===== config.mk =====
export PLATFORM = sky130hd
export DESIGN_NAME = blink_ctrl_flat
export DESIGN_NICKNAME = d
export VERILOG_FILES = /design/src/rtl/blink_ctrl_if.sv /design/src/rtl/blink_ctrl.sv /design/src/flat_wrapper.sv
export SDC_FILE = /design/constraint.sdc
export NUM_CORES = 1
export LEC_CHECK = 0
export CORE_MARGIN = 2
export CORE_UTILIZATION = 50
export CTS_BUF_LIST = sky130_fd_sc_hd__clkbuf_4
export CTS_CLUSTER_SIZE = 40
export DETAILED_ROUTE_END_ITERATION = 6
export DONT_BUFFER_PORTS = 1
export GPL_ROUTABILITY_DRIVEN = 0
export GPL_TIMING_DRIVEN = 0
export MAX_ROUTING_LAYER = met4
export PLACE_DENSITY = 0.76
export RECOVER_POWER = 50
export SYNTH_ARGS = -nofsm -noshare
export SYNTH_HDL_FRONTEND = slang
export SYNTH_SLANG_ARGS = --single-unit

===== constraint.sdc =====
create_clock -name clk -period 4.9 [get_ports clk]
set_input_delay 0.735 -clock clk [delete_from_list [all_inputs] [get_ports clk]]
set_output_delay 0.735 -clock clk [all_outputs]
set_load 0.02 [all_outputs]

===== src/rtl/blink_ctrl_if.sv =====
// Write port and status bus of the multi-channel blink controller.
// The master drives single-cycle channel writes. The slave (the controller)
// returns the per-channel outputs, the busy flags and the prescaler tick.
interface blink_ctrl_if #(
  parameter int CHANNELS = 4,
  parameter int HW       = 8,
  parameter int CW       = 4
);

  localparam int CHW = (CHANNELS > 1) ? $clog2(CHANNELS) : 1;

  logic                wr_en;
  logic [CHW-1:0]      wr_ch;
  logic [1:0]          wr_mode;
  logic [HW-1:0]       wr_half;
  logic [CW-1:0]       wr_cnt;
  logic [CHANNELS-1:0] out;
  logic [CHANNELS-1:0] busy;
  logic                tick;

  modport master (
    output wr_en, wr_ch, wr_mode, wr_half, wr_cnt,
    input  out, busy, tick
  );

  modport slave (
    input  wr_en, wr_ch, wr_mode, wr_half, wr_cnt,
    output out, busy, tick
  );

endinterface


===== src/rtl/blink_ctrl.sv =====
// Multi-channel LED/segment blink controller.
// A shared prescaler produces one tick every 2^PRESC_X clocks. Each channel
// runs its own OFF/ON/BLINK/BURST state machine and advances on that tick.
// Channels are programmed through a single-cycle write port. A write to a
// channel always takes priority over a tick arriving on the same edge.
module blink_ctrl #(
  parameter int CHANNELS = 4,
  parameter int PRESC_X  = 12,
  parameter int HW       = 8,
  parameter int CW       = 4
) (
  input logic         clk,
  input logic         rst,
  blink_ctrl_if.slave bus
);

  // Channel modes double as FSM states: the 2-bit write code maps directly.
  typedef enum logic [1:0] {
    MODE_OFF   = 2'd0,
    MODE_ON    = 2'd1,
    MODE_BLINK = 2'd2,
    MODE_BURST = 2'd3
  } mode_e;

  // Shared prescaler
  logic [PRESC_X-1:0] presc_q;
  logic [PRESC_X-1:0] presc_d;
  logic               tick_q;
  logic               tick_d;

  // Per-channel state
  mode_e               state_q [CHANNELS];
  logic [HW-1:0]       half_q  [CHANNELS];
  logic [HW-1:0]       phase_q [CHANNELS];
  logic [CW-1:0]       rem_q   [CHANNELS];
  logic [CHANNELS-1:0] out_q;

  // Decoded write request
  logic [CHANNELS-1:0] wrSel;
  logic [HW-1:0]       wrHalfEff;
  mode_e               wrMode;

  // Free-running prescaler. The tick is registered on the wrap-around edge,
  // so the first tick appears 2^PRESC_X cycles after reset release.
  always_comb begin
    presc_d = presc_q + PRESC_X'(1);
    tick_d  = &presc_q;
  end

  // Prescaler and tick registers
  always_ff @(posedge clk or posedge rst) begin
    if (rst) begin
      presc_q <= '0;
      tick_q  <= 1'b0;
    end else begin
      presc_q <= presc_d;
      tick_q  <= tick_d;
    end
  end

  // Write decode. An index that matches no channel selects nothing, so
  // out-of-range writes fall away here. A half-period of zero is promoted
  // to one so that the terminal-phase compare is never half-1 = all-ones.
  always_comb begin
    wrSel     = '0;
    wrHalfEff = (bus.wr_half == '0) ? HW'(1) : bus.wr_half;
    wrMode    = mode_e'(bus.wr_mode);
    for (int i = 0; i < CHANNELS; i++) begin
      wrSel[i] = bus.wr_en && (int'(bus.wr_ch) == i);
    end
  end

  // Per-channel FSMs. A write restarts the channel from phase 0 and discards
  // any coincident tick for that channel only. In BLINK/BURST each tick
  // advances the phase; the terminal phase toggles the output. In BURST a
  // falling toggle consumes one pulse, and the last one drops back to OFF.
  always_ff @(posedge clk or posedge rst) begin
    if (rst) begin
      out_q <= '0;
      for (int i = 0; i < CHANNELS; i++) begin
        state_q[i] <= MODE_OFF;
        half_q[i]  <= HW'(1);
        phase_q[i] <= '0;
        rem_q[i]   <= '0;
      end
    end else begin
      for (int i = 0; i < CHANNELS; i++) begin
        if (wrSel[i]) begin
          half_q[i]  <= wrHalfEff;
          phase_q[i] <= '0;
          case (wrMode)
            MODE_OFF: begin
              state_q[i] <= MODE_OFF;
              out_q[i]   <= 1'b0;
            end
            MODE_ON: begin
              state_q[i] <= MODE_ON;
              out_q[i]   <= 1'b1;
            end
            MODE_BLINK: begin
              state_q[i] <= MODE_BLINK;
              out_q[i]   <= 1'b1;
            end
            MODE_BURST: begin
              if (bus.wr_cnt != '0) begin
                state_q[i] <= MODE_BURST;
                out_q[i]   <= 1'b1;
                rem_q[i]   <= bus.wr_cnt;
              end else begin
                state_q[i] <= MODE_OFF;
                out_q[i]   <= 1'b0;
              end
            end
            default: begin
              state_q[i] <= MODE_OFF;
              out_q[i]   <= 1'b0;
            end
          endcase
        end else if (tick_q && (state_q[i] == MODE_BLINK || state_q[i] == MODE_BURST)) begin
          if (phase_q[i] == half_q[i] - HW'(1)) begin
            phase_q[i] <= '0;
            out_q[i]   <= ~out_q[i];
            if (state_q[i] == MODE_BURST && out_q[i]) begin
              rem_q[i] <= rem_q[i] - CW'(1);
              if (rem_q[i] == CW'(1)) begin
                state_q[i] <= MODE_OFF;
              end
            end
          end else begin
            phase_q[i] <= phase_q[i] + HW'(1);
          end
        end
      end
    end
  end

  // Busy flags follow the registered state, so they change on the same edge
  // as the output.
  always_comb begin
    bus.busy = '0;
    for (int i = 0; i < CHANNELS; i++) begin
      bus.busy[i] = (state_q[i] == MODE_BURST);
    end
  end

  assign bus.out  = out_q;
  assign bus.tick = tick_q;

endmodule


===== src/flat_wrapper.sv =====
// flat-port wrapper written by rule: the top's interface ports become plain ports
module blink_ctrl_flat 
#(
  parameter int CHANNELS = 4,
  parameter int PRESC_X  = 12,
  parameter int HW       = 8,
  parameter int CW       = 4
)
  (clk, rst, bus_wr_en, bus_wr_ch, bus_wr_mode, bus_wr_half, bus_wr_cnt, bus_out, bus_busy, bus_tick);
  blink_ctrl_if #(.CHANNELS(CHANNELS), .HW(HW), .CW(CW)) bus_i ();
  input logic clk;
  input logic rst;
  input wire logic [$bits(bus_i.wr_en)-1:0] bus_wr_en;
  input wire logic [$bits(bus_i.wr_ch)-1:0] bus_wr_ch;
  input wire logic [$bits(bus_i.wr_mode)-1:0] bus_wr_mode;
  input wire logic [$bits(bus_i.wr_half)-1:0] bus_wr_half;
  input wire logic [$bits(bus_i.wr_cnt)-1:0] bus_wr_cnt;
  output wire logic [$bits(bus_i.out)-1:0] bus_out;
  output wire logic [$bits(bus_i.busy)-1:0] bus_busy;
  output wire logic [$bits(bus_i.tick)-1:0] bus_tick;
  assign bus_i.wr_en = bus_wr_en;
  assign bus_i.wr_ch = bus_wr_ch;
  assign bus_i.wr_mode = bus_wr_mode;
  assign bus_i.wr_half = bus_wr_half;
  assign bus_i.wr_cnt = bus_wr_cnt;
  assign bus_out = bus_i.out;
  assign bus_busy = bus_i.busy;
  assign bus_tick = bus_i.tick;
  blink_ctrl #(.CHANNELS(CHANNELS), .PRESC_X(PRESC_X), .HW(HW), .CW(CW)) u_core (.clk(clk), .rst(rst), .bus(bus_i));
endmodule

==> results.py, run 1 <==
metrics = {
    "routing": {
        "ant_nets": 0,
        "top_signal_layer_used": "met4",
        "route.vias.total": 5201,
        "post_drt_via_cell_ratio": 5.97,
        "first_pass_drt_iterations": 6,
        "avgRoutedWirePerCell_um": 16.1,
        "wl_met2_um": 6380,
        "routed-wl-met3_um": 949,
        "drt-initial-drc-count": 435,
        "remaining_routing_drc_violations": 0,
        "wl_met1_um": 6380,
        "final_wirelength_um": 14000,
    },
    "clock_tree": {
        "clock_pin_slew_reported_for_the_worst_setup_and_hold_paths_after_clock_tree_synthesis_ps": 180,
        "cts_hold_buffers": 0,
        "ctsLongestPathBuffers": 2,
        "clk-insertion-delay-late_ps": 500,
        "cts_h_tree_depth": 3,
        "clockRootBuffer": "sky130_fd_sc_hd__clkbuf_4",
        "numClockSinks": 105,
        "setup_repair_bufs_after_cts": 0,
        "cts_tree": "built",
        "cts_made_buffers": 9,
        "ctsResizeCount": 0,
    },
    "yosys": {
        "yosys.cell_types.count": 67,
        "synth_seq_area_share_pct": 42.8,
        "synth_ff_type": "sky130_fd_sc_hd__dfrtp_1",
        "syn_nets": 746,
        "yosys_warnings": 0,
        "async_flop_share_pct": 100,
        "synthesis.area_um2": 6160,
        "postSynthRegisterBits": 105,
        "ys_top_cells_by_area": "sky130_fd_sc_hd__dfrtp_1 (41%), sky130_fd_sc_hd__nand2_1 (8.4%), sky130_fd_sc_hd__xnor2_1 (5.1%), sky130_fd_sc_hd__ha_1 (3.9%), sky130_fd_sc_hd__nor2_1 (3.6%)",
        "synth_cells": 708,
        "yosys.area.top_type_share_pct": 41.0,
        "synth_enable_flop_cells": 0,
        "synthesis.area_per_instance_um2": 8.70,
        "post-synth-top-area-cell": "sky130_fd_sc_hd__dfrtp_1",
    },
    "finish": {
        "flow.area_growth_from_synthesis_pct": 5.41,
        "filler_cell_count": 1077,
        "diodes": 0,
        "fin_nets": 758,
        "layout-drive-gt1-share_pct": 4.97,
    },
    "placement": {
        "hpwl_detailed_um": 10100,
        "io_buffer_count": 0,
    },
    "floorplan": {
        "fp-row-count": 40,
        "die_w_um": 115,
        "boundaryPins": 28,
        "die-area_um2": 13200,
        "coreArea_um2": 12000,
        "chipHeight_um": 115,
        "initial_utilization_pct": 51.3,
    },
    "job": {
        "maxCapViolCount": 1,
    },
    "critical_path": {
        "cp_max_delay_cell": "sky130_fd_sc_hd__dfstp_2",
        "crit_path_end_kind": "flip-flop",
        "worst_path_cell_trace": "clkbuf_1, inv_1, ha_1, o21bai_1, a211oi_1, o21bai_1, a211oi_2, nand2_1, nor4b_1, nor2_1",
        "critical_path_peak_fanout": 7,
        "crit_path_max_incr_delay_ps": 540,
        "worst-r2r-cell-count": 10,
        "path_class": "reg2reg",
        "cp_common_cell": "sky130_fd_sc_hd__o21bai_1",
        "rr_startpoint": "u_core.half_q[24]$_DFFE_PP1P_",
        "setup.reg_to_reg.worst_slack_ps": 1820,
        "reg2reg_to": "u_core.state_q[6]$_DFFE_PP0P_",
        "worstSetupStartpointType": "flip-flop",
        "cp_num_buf_inv": 2,
        "cpLargestDelayFamily": "compound AO/OA/AOI/OAI gates",
        "worst-endpoint-arrival_ps": 3480,
        "worst-endpoint-required_ps": 5300,
    },
    "timing": {
        "fmax_mhz": 325,
        "maxSlewViolCount": 75,
        "timing.max_slew.rel_slack_pct": -20.5,
        "pin_slew_with_the_least_headroom_to_its_limit_ps": 1810,
        "rsz_0062_raised_after_global_routing": "false",
        "finalHoldViolations": 0,
        "setup-tns-final_ps": 0,
        "fin_crit_ps": 3080,
        "finalCritPeriodShare_pct": 62.9,
        "hold_slack_ps": 325,
        "clock_skew_ps": 29.8,
        "timing.final.setup_violations": 0,
    },
    "run_status": {
        "run_status": "finished with violations",
        "violations": "max-capacitance violations, max-slew violations",
    },
    "power_and_ir_drop": {
        "cell_internal_pwr_uw": 1300,
        "netSwitchingPower_uw": 661,
        "power.leakage_uw": 0.00289,
        "netSwitchingFraction_pct": 33.8,
        "powerDensity_nw_per_um2": 302,
        "pwr-share-comb_pct": 20.9,
        "power.sequential.fraction_pct": 55.0,
        "clockPowerShare_pct": 24.2,
        "power.ir.vdd_worst_mv": 0.191,
    },
    "grt": {
        "global_route_wire_length_before_repair_um": 23400,
        "number_of_global_route_vias_before_repair": 4898,
        "antenna_found_initial": 0,
        "grt_overflow": 0,
        "gr-usage-all-layers_pct": 23.0,
        "grt_max_degree": 75,
    },
    "worst_hold_path": {
        "hold-path-endpoint": "u_core.half_q[20]$_DFFE_PP0P_",
        "hold_path_class": "in2reg",
        "hold_path.startpoint": "bus_wr_half[4]",
        "hold_depth": 2,
    },
}
[cells by family (layout without fill, tap and decap cells)]
| group | count (synthesis) | after routing | share of synthesized area (%) |
|---|---|---|---|
| buffers and inverters | 54 | 70 | 3.39 |
| and+or+nand+nor | 341 | 341 | 26.8 |
| muxes | 3 | 3 | 0.508 |
| AOI/OAI and AO/OA | 128 | 128 | 14.4 |
| xor gates and xnor gates | 58 | 58 | 8.25 |
| adders and majority gates | 19 | 19 | 3.86 |
| DFF | 105 | 105 | 42.8 |
[cells in the mapped netlist (19+ instances only)]
cell	n
sky130_fd_sc_hd__xnor2_1	36
sky130_fd_sc_hd__o21ai_0	20
sky130_fd_sc_hd__nand2_1	137
sky130_fd_sc_hd__ha_1	19
sky130_fd_sc_hd__nand3_1	34
sky130_fd_sc_hd__inv_1	27
sky130_fd_sc_hd__clkbuf_1	23
sky130_fd_sc_hd__nor2_1	59
sky130_fd_sc_hd__a21oi_1	23
sky130_fd_sc_hd__nor3_1	24
sky130_fd_sc_hd__dfrtp_1	101
sky130_fd_sc_hd__xor2_1	22
[worst register-to-register path, stage by stage, from the launching register on]
cell and delay [ps]:
sky130_fd_sc_hd__dfstp_2 540, sky130_fd_sc_hd__clkbuf_1 290, sky130_fd_sc_hd__inv_1 90, sky130_fd_sc_hd__ha_1 280, sky130_fd_sc_hd__o21bai_1 190, sky130_fd_sc_hd__a211oi_1 290
sky130_fd_sc_hd__o21bai_1 130, sky130_fd_sc_hd__a211oi_2 410, sky130_fd_sc_hd__nand2_1 260, sky130_fd_sc_hd__nor4b_1 450, sky130_fd_sc_hd__nor2_1 90
[layout make-up]
cell class	count	area, µm²	area share (%)
tap	147	184	2.83
timing repair buffer	1	5.00	0.0771
multi-input combinational	549	3320	51.1
sequential	105	2630	40.6
clock inverter	6	75.1	1.16
inverter	27	103	1.58
buffer	27	108	1.66
clock buffer	9	67.6	1.04
[cell usage in the layout, fill, tap and decap left out, drive strengths merged, types with 9 or more instances in the layout]
cell and count:
nor3b 12, nor2 59, inv 30, nand2 137, nor3 24, nand4 12
a21o 10, o21ai 33, and2 9, and3 18, xor2 22, dfrtp 101
ha 19, nand3 35, a21oi 23, xnor2 36, clkbuf 33, a31oi 13
[power groups by stage]
| stage | Combinational (µW) | Clock (µW) | Sequential, µW |
|---|---|---|---|
| after floorplan | 333 | 0 | 1060 |
| after global placement | 378 | 0 | 1080 |
| after detailed placement | 407 | 0 | 1090 |
| after CTS | 409 | 483 | 1070 |
| after global routing | 465 | 515 | 1090 |
| final | 409 | 473 | 1080 |
[through the flow]
| step | total power [µW] | setup slack (ps) | utilization [%] | std cells | instance area [µm²] |
|---|---|---|---|---|---|
| after detailed placement | 1490 | 1850 | 53.0 | 856 | 6370 |
| after CTS | 1960 | 1840 | 54.2 | 871 | 6510 |
| after global routing | 2070 | 1600 | 54.0 | 871 | 6490 |
| after global placement | 1460 | 392 | 52.8 | 855 | 6340 |
| final | 1960 | 1820 | 54.0 | 871 | 6490 |
| after floorplan | 1390 | 1410 | - | 708 | 6160 |
[flip-flops by register name, summed over array words and instances, names as in the netlist]
signal           count
u_core.bus.out       4
u_core.bus.tick      1
u_core.rem_q        16
u_core.presc_q      12
u_core.phase_q      32
u_core.half_q       32
u_core.state_q       8
[how the worst max path moves through the flow]
stage	startpoint	endpoint	cells after the start
floorplan	rst	u_core.bus.out[0]$_DFFE_PP0P_	1
global placement	rst	u_core.phase_q[2]$_DFFE_PP0P_	1
detailed placement	u_core.half_q[24]$_DFFE_PP1P_	u_core.state_q[6]$_DFFE_PP0P_	10
CTS	u_core.half_q[24]$_DFFE_PP1P_	u_core.state_q[6]$_DFFE_PP0P_	10
global route	u_core.half_q[24]$_DFFE_PP1P_	u_core.state_q[6]$_DFFE_PP0P_	10
finish	u_core.half_q[24]$_DFFE_PP1P_	u_core.state_q[6]$_DFFE_PP0P_	10
[routing by layer]
layer	up-vias	global-route usage (%)
li1	2494	-
met1	2534	30.3
met2	144	35.5
met3	29	5.54
met4	0	6.91
met5	-	-
Note: power is estimated with default switching activity, not from simulation.
==> run 2, diff against run 1 <==
- PLACE_DENSITY: 0.76 -> 0.79
- clock period: 4.9 -> 2.7 ns (I/O delays scaled with it)
==> run 2 against run 1 <==
Compared with the run above:
- the flow finishes with violations (max-capacitance violations, max-slew violations, negative setup slack)
- sequential cell count did not move
- die area unchanged
- first-iteration DRC count rose by 15%
- clock power increased by 55%
- clock-buffer cell count rose by 2
- combinational power grew 140%
- largest cell class unchanged
- largest power group unchanged
==> results.py, run 2 (synthesized netlist as in run 1, its figures left out) <==
metrics = {
    "grt": {
        "antenna_found_initial": 0,
        "gr-usage-all-layers_pct": 24.8,
        "global_route_wire_length_before_repair_um": 25200,
        "grt_overflow": 0,
        "number_of_global_route_vias_before_repair": 5299,
        "grt_max_degree": 42,
    },
    "timing": {
        "post_route_setup_slack_ps": -217,
        "rsz_0062_raised_after_global_routing": "true",
        "timing.final.setup_violations": 13,
        "finalHoldViolations": 0,
        "fmax_mhz": 343,
        "setup-tns-final_ps": -1470,
        "timing.max_slew.rel_slack_pct": -19.9,
        "maxSlewViolCount": 42,
        "pin_slew_with_the_least_headroom_to_its_limit_ps": 1790,
        "fin_crit_ps": 2920,
        "hold_slack_ps": 23.2,
        "finalCritPeriodShare_pct": 108,
        "clock_skew_ps": 22.8,
    },
    "worst_hold_path": {
        "hold_path_class": "in2reg",
    },
    "finish": {
        "reg.largest.list": "u_core.half_q (32), u_core.phase_q (32), u_core.rem_q (16)",
        "layout-drive-gt1-share_pct": 16.7,
        "design_area_um2": 7200,
        "most_common_cell_after_layout_fill_and_taps_aside": "sky130_fd_sc_hd__nand2_1",
        "diodes": 0,
        "fin_nets": 805,
        "layout_common_cells": "sky130_fd_sc_hd__nand2_1 (133), sky130_fd_sc_hd__dfrtp_1 (100), sky130_fd_sc_hd__nor2_1 (57), sky130_fd_sc_hd__xnor2_1 (36), sky130_fd_sc_hd__nand3_1 (33)",
        "flow.area_growth_from_synthesis_pct": 16.9,
    },
    "routing": {
        "avgRoutedWirePerCell_um": 17.2,
        "ant_nets": 0,
        "drt-initial-drc-count": 500,
        "first_pass_drt_iterations": 7,
        "final_wirelength_um": 15800,
        "post_drt_via_cell_ratio": 6.01,
        "remaining_routing_drc_violations": 0,
        "route.vias.total": 5525,
    },
    "power_and_ir_drop": {
        "power.ir.vdd_worst_mv": 0.270,
        "netSwitchingPower_uw": 1290,
        "clockPowerShare_pct": 19.8,
        "netSwitchingFraction_pct": 34.7,
        "power.leakage_uw": 0.00322,
        "powerDensity_nw_per_um2": 516,
        "power.sequential.fraction_pct": 53.2,
        "report.power.total_uw": 3720,
        "cell_internal_pwr_uw": 2430,
        "pwr-share-comb_pct": 27.0,
    },
    "placement": {
        "io_buffer_count": 0,
        "dpl_cell_area_um2": 6380,
        "hpwl_detailed_um": 10400,
    },
    "run_status": {
        "run_status": "finished with violations",
        "violations": "max-capacitance violations, max-slew violations, negative setup slack",
    },
    "floorplan": {
        "fp-row-count": 40,
        "coreArea_um2": 12000,
        "die_w_um": 115,
        "boundaryPins": 28,
        "initial_utilization_pct": 51.3,
        "die-area_um2": 13200,
        "chipHeight_um": 115,
    },
    "clock_tree": {
        "cts_made_buffers": 9,
        "ctsLongestPathBuffers": 2,
        "numClockSinks": 105,
        "cts_tree": "built",
        "clk-insertion-delay-late_ps": 470,
        "clockRootBuffer": "sky130_fd_sc_hd__clkbuf_4",
        "clock_pin_slew_reported_for_the_worst_setup_and_hold_paths_after_clock_tree_synthesis_ps": 170,
        "cts_h_tree_depth": 3,
    },
    "critical_path": {
        "worst-endpoint-required_ps": 3050,
        "critical_path_peak_fanout": 8,
        "worst-endpoint-arrival_ps": 3270,
        "cp_max_delay_cell": "sky130_fd_sc_hd__or4_4",
        "crit_path_end_kind": "flip-flop",
        "crit_path_max_incr_delay_ps": 500,
        "worst_path_cell_trace": "inv_2, ha_4, or3b_4, or4_4, a2111oi_4, nand4_2, nor4_4, buf_6, a21o_1, o311ai_2",
        "worstSetupStartpointType": "flip-flop",
        "path_class": "reg2reg",
    },
    "job": {
        "maxCapViolCount": 1,
    },
}
## run 2: layer usage
metal / GRT usage, % / routed length (µm) / vias to the layer above
li1: - / - / 2597
met2: 37.6 / 7550 / 198
met3: 5.48 / 1060 / 32
met4: 7.87 / 315 / 0
met1: 33.3 / 6860 / 2698
met5: - / 0 / -
## run 2: critical path, delay by kind of cell (launching register included)
kind	cells	cell delay [ps]
AND/OR/NAND/NOR	4	1260
AO/OA/AOI/OAI	3	690
flip-flops	1	430
adder cells (fa/ha/maj)	1	140
buffers and inverters	2	290
## run 2: final timing paths
kind	cells after the start	from	slack, ps	end
max in group asynchronous	4	rst	270	u_core.half_q[16]$_DFFE_PP1P_
setup / recovery	10	u_core.half_q[1]$_DFFE_PP0P_	-220	u_core.rem_q[2]$_DFFE_PP0P_
hold reg to reg	1	u_core.presc_q[0]$_DFF_PP0_	490	u_core.presc_q[0]$_DFF_PP0_
min in group asynchronous	2	rst	810	u_core.half_q[15]$_DFFE_PP0P_
hold / removal	2	bus_wr_half[7]	20	u_core.half_q[7]$_DFFE_PP0P_
setup reg to reg	10	u_core.half_q[1]$_DFFE_PP0P_	-220	u_core.rem_q[2]$_DFFE_PP0P_
## run 2: power by group through the flow
stage | sequential [µW] | combinational [µW] | clock, µW
final | 1980 | 1000 | 734
after global routing | 2000 | 1110 | 816
after CTS | 1960 | 894 | 752
after detailed placement | 1980 | 744 | 0
after global placement | 1970 | 686 | 0
after floorplan | 1920 | 606 | 0
## run 2: final cells by class
cell class	instances	area (µm²)
Fill cell	1003	4810
Multi-Input combinational cell	549	3600
Sequential cell	105	2630
Timing Repair Buffer	49	447
Tap cell	147	184
Buffer	26	111
Inverter	27	103
Clock buffer	11	82.6
Clock inverter	5	35.0
## run 2: stage by stage
stage	setup slack [ps]	cells	utilization, %
2_1_floorplan	22.3	708	-
3_3_place_gp	-310	855	52.8
3_5_place_dp	-477	857	53.2
4_1_cts	-114	910	57.7
5_1_grt	-295	919	59.9
6_report	-217	919	59.9
## run 2: repair_timing
| action | in CTS | in global routing |
|---|---|---|
| resized for setup | 30 | 58 |
| pin swaps | 11 | 26 |
| hold buffers | 3 | 1 |
| endpoints found under the setup margin | 40 | 32 |
| cloned | 0 | 1 |
| setup buffers | 35 | 8 |
| endpoints found under the hold margin | 42 | 1 |
